`src/rtl/seq_pkg.sv`:
```
// Shared step-sequencer constants and FSM state type; no logic, no latency.
package seq_pkg;

    localparam int NUM_STEPS = 16;
    localparam int STEP_W    = 4;

    typedef enum logic {
        IDLE = 1'b0,
        PLAY = 1'b1
    } seq_state_t;

endpackage

```
`src/rtl/tick_divider.sv`:
```
// Tempo counter: counts 0..TICKS-1 while enabled; wrap is a same-cycle decode of the last count.
// clear has priority over enable; there is no backpressure.
module tick_divider #(
    parameter int TICKS = 12500000,
    parameter int CW    = $clog2(TICKS)
) (
    input  logic          clk,
    input  logic          reset,
    input  logic          clear,
    input  logic          enable,
    output logic [CW-1:0] count,
    output logic          wrap
);

    assign wrap = enable && (count == CW'(TICKS - 1));

    always_ff @(posedge clk or posedge reset) begin
        if (reset) begin
            count <= '0;
        end else if (clear) begin
            count <= '0;
        end else if (enable) begin
            count <= wrap ? '0 : count + CW'(1);
        end
    end

endmodule

```
`src/rtl/step_sequencer.sv`:
```
// 16-step note sequencer with registered gate output; all outputs change one edge after their cause.
// Optional SEQ_LOOP_EN loops step 15 -> 0; otherwise the pass ends in IDLE. No backpressure.
module step_sequencer
    import seq_pkg::*;
#(
    parameter int STEP_TICKS = 12500000,
    parameter int GATE_TICKS = 9375000
) (
    input  logic              clk,
    input  logic              reset,
    input  logic              play,
    input  logic              stop,
    input  logic              wr_en,
    input  logic [STEP_W-1:0] wr_addr,
    input  logic              wr_data,
    output logic              sound,
    output logic [STEP_W-1:0] step,
    output logic              playing,
    output logic              step_tick
);

    localparam int CW = $clog2(STEP_TICKS);
    localparam logic [CW:0] GATE_V = (CW + 1)'(GATE_TICKS);

    seq_state_t              state;
    logic [NUM_STEPS-1:0]    pattern;
    logic                    note;
    logic [CW-1:0]           tick_cnt;
    logic                    tick_wrap;
    logic                    tick_clear;
    logic                    tick_enable;
    logic                    seq_end;
    logic                    gate_nxt;
    logic [STEP_W-1:0]       next_step;
    logic [CW:0]             tick_inc;

    assign next_step = step + STEP_W'(1);
    assign tick_inc  = {1'b0, tick_cnt} + (CW + 1)'(1);
    // Gate is evaluated for the count value the next cycle will show.
    assign gate_nxt  = tick_inc < GATE_V;

`ifdef SEQ_LOOP_EN
    assign seq_end = 1'b0;
`else
    assign seq_end = tick_wrap && (step == STEP_W'(NUM_STEPS - 1));
`endif

    assign tick_enable = (state == PLAY);
    assign tick_clear  = (state != PLAY) || stop || seq_end;

    tick_divider #(
        .TICKS (STEP_TICKS),
        .CW    (CW)
    ) u_tick_divider (
        .clk    (clk),
        .reset  (reset),
        .clear  (tick_clear),
        .enable (tick_enable),
        .count  (tick_cnt),
        .wrap   (tick_wrap)
    );

    always_ff @(posedge clk or posedge reset) begin
        if (reset) begin
            state     <= IDLE;
            pattern   <= '0;
            note      <= 1'b0;
            step      <= '0;
            sound     <= 1'b0;
            step_tick <= 1'b0;
            playing   <= 1'b0;
        end else begin
            // Note latches below read the pre-write pattern at this edge.
            if (wr_en) begin
                pattern[wr_addr] <= wr_data;
            end
            case (state)
                IDLE: begin
                    if (play && !stop) begin
                        state     <= PLAY;
                        playing   <= 1'b1;
                        step      <= '0;
                        note      <= pattern[0];
                        sound     <= pattern[0];
                        step_tick <= 1'b0;
                    end
                end
                PLAY: begin
                    if (stop || seq_end) begin
                        state     <= IDLE;
                        playing   <= 1'b0;
                        step      <= '0;
                        note      <= 1'b0;
                        sound     <= 1'b0;
                        step_tick <= 1'b0;
                    end else if (tick_wrap) begin
                        step      <= next_step;
                        note      <= pattern[next_step];
                        sound     <= pattern[next_step];
                        step_tick <= 1'b0;
                    end else begin
                        sound     <= note & gate_nxt;
                        // High during the last cycle of each step, i.e. on the advancing edge.
                        step_tick <= (tick_cnt == CW'(STEP_TICKS - 2));
                    end
                end
                default: state <= IDLE;
            endcase
        end
    end

endmodule

```
`config.mk`:
```
export PLATFORM = sky130hd
export DESIGN_NAME = step_sequencer
export DESIGN_NICKNAME = d
export VERILOG_FILES = /design/src/rtl/seq_pkg.sv /design/src/rtl/tick_divider.sv /design/src/rtl/step_sequencer.sv
export SDC_FILE = /design/constraint.sdc
export NUM_CORES = 1
export LEC_CHECK = 0
export CORE_MARGIN = 2
export CORE_UTILIZATION = 30
export CTS_CLUSTER_DIAMETER = 150
export CTS_CLUSTER_SIZE = 8
export DETAILED_ROUTE_END_ITERATION = 12
export SYNTH_ARGS = -nofsm -noshare
export SYNTH_HDL_FRONTEND = slang
export SYNTH_SLANG_ARGS = --single-unit
```
`constraint.sdc`:
```
create_clock -name clk -period 5.8 [get_ports clk]
set_clock_uncertainty 0.15 [all_clocks]
set_input_delay 0.58 -clock clk [delete_from_list [all_inputs] [get_ports clk]]
set_output_delay 0.58 -clock clk [all_outputs]
set_load 0.01 [all_outputs]
```
After elaboration in Yosys (flattened, before gate mapping)
Index checks and enable logic that the tools add are counted.

Bitwise gates (word level): 2. Equal/unequal tests: 6. $lt $le $gt $ge: 4. Mux-type cells: 29. Add/subtract/negate cells: 3. Reductions and logical operators: 11.

Operator list (number): 24-bit 2-to-1 mux (3); 24-bit == test (second input constant) (2); 24-bit by 1-bit adder with 25-bit output (second input constant) (1); 25-bit by 24-bit less-than comparator with 1-bit output (second input constant) (1); 24-bit by 1-bit adder with 24-bit output (second input constant) (1); 16-bit bitwise mux (1); 1-bit 2-to-1 mux (14); 4-bit 2-to-1 mux (3); 4-bit by 5-bit less-than comparator with 1-bit output (second input constant) (2); 1-bit case mux with 2 select lines (5); 4-bit case mux with 2 select lines (1); 4-bit by 1-bit adder with 4-bit output (second input constant) (1); 1-bit binary-select mux with 4-bit select (1); 1-bit demux with 4-bit select (1); 4-bit == test (second input constant) (1); 4-bit by 1-bit greater-or-equal comparator with 1-bit output (second input constant) (1); 1-bit logical AND (4); 2-bit by 1-bit inequality test with 1-bit output (second input constant) (2); 2-bit AND reduction (2); 1-bit logical OR (3); 3-bit by 1-bit inequality test with 1-bit output (second input constant) (1); 2-bit nonzero test (1); 1-bit AND (1); 1-bit zero test (1); 1-bit NOT (1).

Bits of input ports: 10. Bits in registers: 49.

Longest topological paths before layout
Depth after elaboration: 6. Depth in mapped cells: 9. Mapped depth without buffers: 8.

Modules after synthesis
Synthesis repeated with hierarchy kept, for this count alone.

Cell total of the unflattened synthesis: 305. Area total of the unflattened synthesis: 2906.5 sq um.

By module, submodules not included: step_sequencer (area an instance 1501.4 sq um, instances 1, cells each 145); tick_divider (area an instance 1405.1 sq um, instances 1, cells each 160).

Least setup slack after synthesis
No wires, ideal clock.

Path type: reg-to-reg. Start point: reg u_tick_divider.count[3]. End point: reg sound. Library setup time: 0.119 ns. Arrival time: 2.307 ns. Path slack: 3.224 ns. Cell stages (with the launch flop): 9. Required time: 5.531 ns. Path through: dfrtp_1 > buf_2 > nand3_1 > or4_4 > or3_1 > a21oi_2 > nor2_1 > o41a_1 > o21ba_1.

Longest elaborated chain between the ends: 6.

RTL lines: from (decl) (RTL line tick_divider.sv:11) `output logic [CW-1:0] count,`; from (signal assigned) (RTL line tick_divider.sv:23) `count <= wrap ? '0 : count + CW'(1);`; 24-bit by 1-bit adder with 25-bit output or 24-bit == test (tied branches) (RTL line step_sequencer.sv:38, tick_divider.sv:15); 25-bit by 24-bit less-than comparator with 1-bit output or 1-bit logical AND (tied branches) (RTL line step_sequencer.sv:40, tick_divider.sv:15); 1-bit AND or 1-bit logical AND (tied branches) (RTL line step_sequencer.sv:102, step_sequencer.sv:45); 1-bit 2-to-1 mux or 1-bit logical OR (tied branches) (RTL line step_sequencer.sv:96, step_sequencer.sv:89); 1-bit 2-to-1 mux (*) (RTL line step_sequencer.sv:89) `if (stop || seq_end) begin`; 1-bit case mux with 2 select lines (*) (RTL line step_sequencer.sv:77) `case (state)`; to (signal assigned) (RTL line step_sequencer.sv:84) `sound <= pattern[0];`; to (signal assigned) (RTL line step_sequencer.sv:99) `sound <= pattern[next_step];`; to (signal assigned) (RTL line step_sequencer.sv:102) `sound <= note & gate_nxt;`; to (decl) (RTL line step_sequencer.sv:16) `output logic sound,`.

Mark *: on every way between the ends. The rest lies on a longest branch, timed or not. A chain may end at the register's enable or synchronous reset.

Final worst setup path
Start point: reg u_tick_divider.count[8]. End point: reg step[0].

Longest elaborated chain between the ends: 6.

RTL lines: 24-bit == test (*) (RTL line tick_divider.sv:15) `assign wrap = enable && (count == CW'(TICKS - 1));`; 1-bit logical AND (*) (RTL line tick_divider.sv:15); 1-bit logical AND (RTL line step_sequencer.sv:45) `assign seq_end = tick_wrap && (step == STEP_W'(NUM_STEPS - 1));`; 1-bit logical OR (RTL line step_sequencer.sv:89); 4-bit 2-to-1 mux or 3-bit by 1-bit inequality test with 1-bit output (tied branches); 4-bit case mux with 2 select lines or 2-bit AND reduction (tied branches); to (signal assigned) (RTL line step_sequencer.sv:97) `step <= next_step;`; to (decl) (RTL line step_sequencer.sv:17) `output logic [STEP_W-1:0] step,`.

Marks and branches as above.

==> summary.md <==
| Metric | Value |
|---|---|
| Status | finished clean |
| Syn Nets | ~330 |
| Die height | 103 um |
| GRT Util Overall | 0.131 |
| Initial DRC count | 92 |
| Mapped Area | 2930 um^2 |
| Share of cells above drive strength 1 | 0.115 |
| Pre-Repair DR Iteration Count | 4 |
| Ant diodes | 0 |
| Number of port buffers | 16 |
| Worst setup EP type | flop |
| Clock insertion delay at the later pin of the skew report | about 0.3 ns |
| RSZ-0062 raised after global routing | no |
| Largest net degree at the start of global routing | 50 |
| Dpl hpwl | 4570 um |
| Slew Limit Fails | 0 |
| Crit start category | flop |
| Cell family with most CP delay | simple AND/OR/NAND/NOR gates |
| Initial Util | 0.304 |
| Antenna violations before repair | 0 |
| FILL cells | 1013 |
| Clock Pin Slew Worst Setup and Hold Paths | ~0.090 ns |
| Footprint of the multi-input gates | about 1600 um^2 |
| Hold WC Path Type | flop to flop |
| Syn Inst Count | 312 |
| Synthesized area per cell | ~9.4 um^2 |
| Final Wtd Congestion | 0.822 |
| Num CTS Buffers | 5 |
| CTS H-Tree Depth | 2 |
| CTS root buffer | clkbuf_8 |
| Crit-path slowest cell | nand2_1 |
| Predominant post-synthesis flop cell | dfrtp_1 |
| Top cells by area, synth | dfrtp_1 42%, mux2_2 6.5%, nor2_1 5.8%, xor2_1 3.6%, nand3_1 3.4% |
| CP peak stage delay | 0.68 ns |
| Number of flops mapped to enable cells by yosys | 0 |
| Global route overflow | 0 |
| FF+latch area | about 1200 um^2 |
| Final setup fails | 0 |
| Final setup TNS | 0 ns |
| Final nets | about 330 |
| Final Hold Viols | 0 |
| PD cells | 223 nW/um^2 |
| Vias post-DR | 2275 |
| Drt drc | 0 |
| Vias in the first global route | 2320 |
| Post-layout min period | around 3.2 ns |
| Sequential share of the synthesized area | 0.418 |
| Achievable frequency | 316 MHz |
| Worst setup path class | flop to flop |
| Via-to-Cell Ratio | 5.01 |
| Post-synth top area share | 0.418 |
| Overall power | 0.735 mW |
| Crit path DAT | 3.21 ns |
| Period utilization | 0.545 |
| Max VDD drop | 0.0894 mV |
| First-pass GRT wire length | 11000 um |
| Die area | 10600 um^2 |
| CP required | between 5 and 6 ns |
| Worst rel slew slack | 0.429 |
| Lkg Pwr | 1.30 nW |
| # rows | 36 |
| Yosys cell types | 53 |
| CTS tree | done |
| Synth async-reset ratio | 1.00 |
| Clock sink total | 49 |
| Synth-to-Final Area Change | 12.5% |
| Clock Tree Buf Depth | 2 |
| Die Span X | a little over 100 um |
| Wire per inst | between 10 and 15 um |
| #FFs+latches synth | 49 |
| Max Cap Viol | 0 |
| Least-Margin Pin Slew | ~0.85 ns |
| I/O pins | 17 |
| Yosys top cell by area | dfrtp_1 |
| Setup bufs post-CTS | 0 |
| Post-Route WL | ~6400 um |
| CP max FO | 25 |
| Detail Route Antenna Nets | 0 |
| Yosys warnings | 0 |
| CP bufs+invs | 0 |
| Post_cts resized | 0 |
| Hold-fix buffer count after cts | 0 |
| Critical-path cell list | nor4b_1 -> nand4_1 -> or4_1 -> nand2_1 -> o21ai_0 -> mux2_2 |
| Std-Cell Core Area | 9640 um^2 |
where the power goes:
part	switching [mW]	total (mW)	internal, mW
logic	0.0490	0.115	0.0663
registers	0.0236	0.398	0.375
clock network	0.113	0.221	0.108
cell usage in the layout, fill, tap and decap left out, types with 3 or more instances in the layout:
| cell type | n |
|---|---|
| dfrtp_1 | 49 |
| nor2_1 | 45 |
| nand2_1 | 25 |
| nand3_1 | 20 |
| mux2_2 | 17 |
| clkdlybuf4s50_1 | 16 |
| xor2_1 | 12 |
| o21ai_0 | 11 |
| nor3_1 | 11 |
| xnor2_1 | 10 |
| a21oi_1 | 9 |
| clkbuf_8 | 7 |
| nand4_1 | 6 |
| inv_1 | 6 |
| nor2b_1 | 5 |
| and2_1 | 5 |
| nand2b_1 | 5 |
| mux4_2 | 4 |
| mux2i_1 | 4 |
| a21o_1 | 4 |
| nand3b_1 | 4 |
| or3_1 | 3 |
| and4_1 | 3 |
| and3_1 | 3 |
| ha_1 | 3 |
metal layers:
metal,vias up,global-route usage,wire [um]
met4,0,0.0324,56
li1,1120,-,-
met1,1116,0.170,2990
met2,32,0.228,3150
met3,7,0.0231,167
met5,-,0,0
metrics by stage:
stage                     setup WS (ns)  instance area [um^2]  hold slack, ns  cells   util
after floorplan                    3.22                  2930           0.318    312      -
after global placement             2.61                  3200           0.331    446  0.332
after detailed placement           2.57                  3200           0.339    446  0.332
after CTS                          2.54                  3300           0.361    454  0.342
after global routing               2.27                  3300           0.378    454  0.342
final                              2.64                  3300           0.357    454  0.342
sequential cells by signal (all words and copies together) (netlist names):
name                  flops
note                      1
u_tick_divider.count     24
pattern                  16
step                      4
sound                     1
step_tick                 1
playing                   1
state                     1
synthesized netlist by cell type (6+ instances only):
master    number
xnor2_1       10
dfrtp_1       49
nand3_1       20
o21ai_0       11
nand4_1        6
inv_1          7
nor2_1        45
nand2_1       25
xor2_1        12
nor3_1        11
clkbuf_1      10
a21oi_1        9
mux2_2        17
layout make-up:
| type | instances | area share |
|---|---|---|
| inverter | 7 | 0.00796 |
| sequential | 49 | 0.372 |
| tap | 133 | 0.0504 |
| timing repair buffer | 17 | 0.0508 |
| multi-input combinational | 240 | 0.488 |
| clock buffer | 7 | 0.0292 |
| clock inverter | 1 | 0.00152 |
final timing paths:
check,end,slack (ns),start,cells past startpoint
worst max-delay path,step[0],2.64,u_tick_divider.count[8],6
worst min-delay path,u_tick_divider.count[0],0.36,u_tick_divider.count[0],1
worst max register to register,step[0],2.64,u_tick_divider.count[8],6
min in group asynchronous,u_tick_divider.count[8],0.63,reset,3
worst min register to register,u_tick_divider.count[0],0.36,u_tick_divider.count[0],1
max in group asynchronous,step[1],4.44,reset,3
kinds of logic (layout without fill, tap and decap cells):
logic type | count (synthesis) | count (layout) | synth area share
XOR/XNOR | 22 | 22 | 0.0657
adder cells (fa/ha/maj) | 3 | 3 | 0.0128
multiplexers | 25 | 25 | 0.110
AO/OA/AOI/OAI | 44 | 44 | 0.102
buffers and inverters | 23 | 32 | 0.0320
flip-flops | 49 | 49 | 0.418
AND/OR/NAND/NOR | 146 | 146 | 0.259
(Power assumes the default switching activity.)
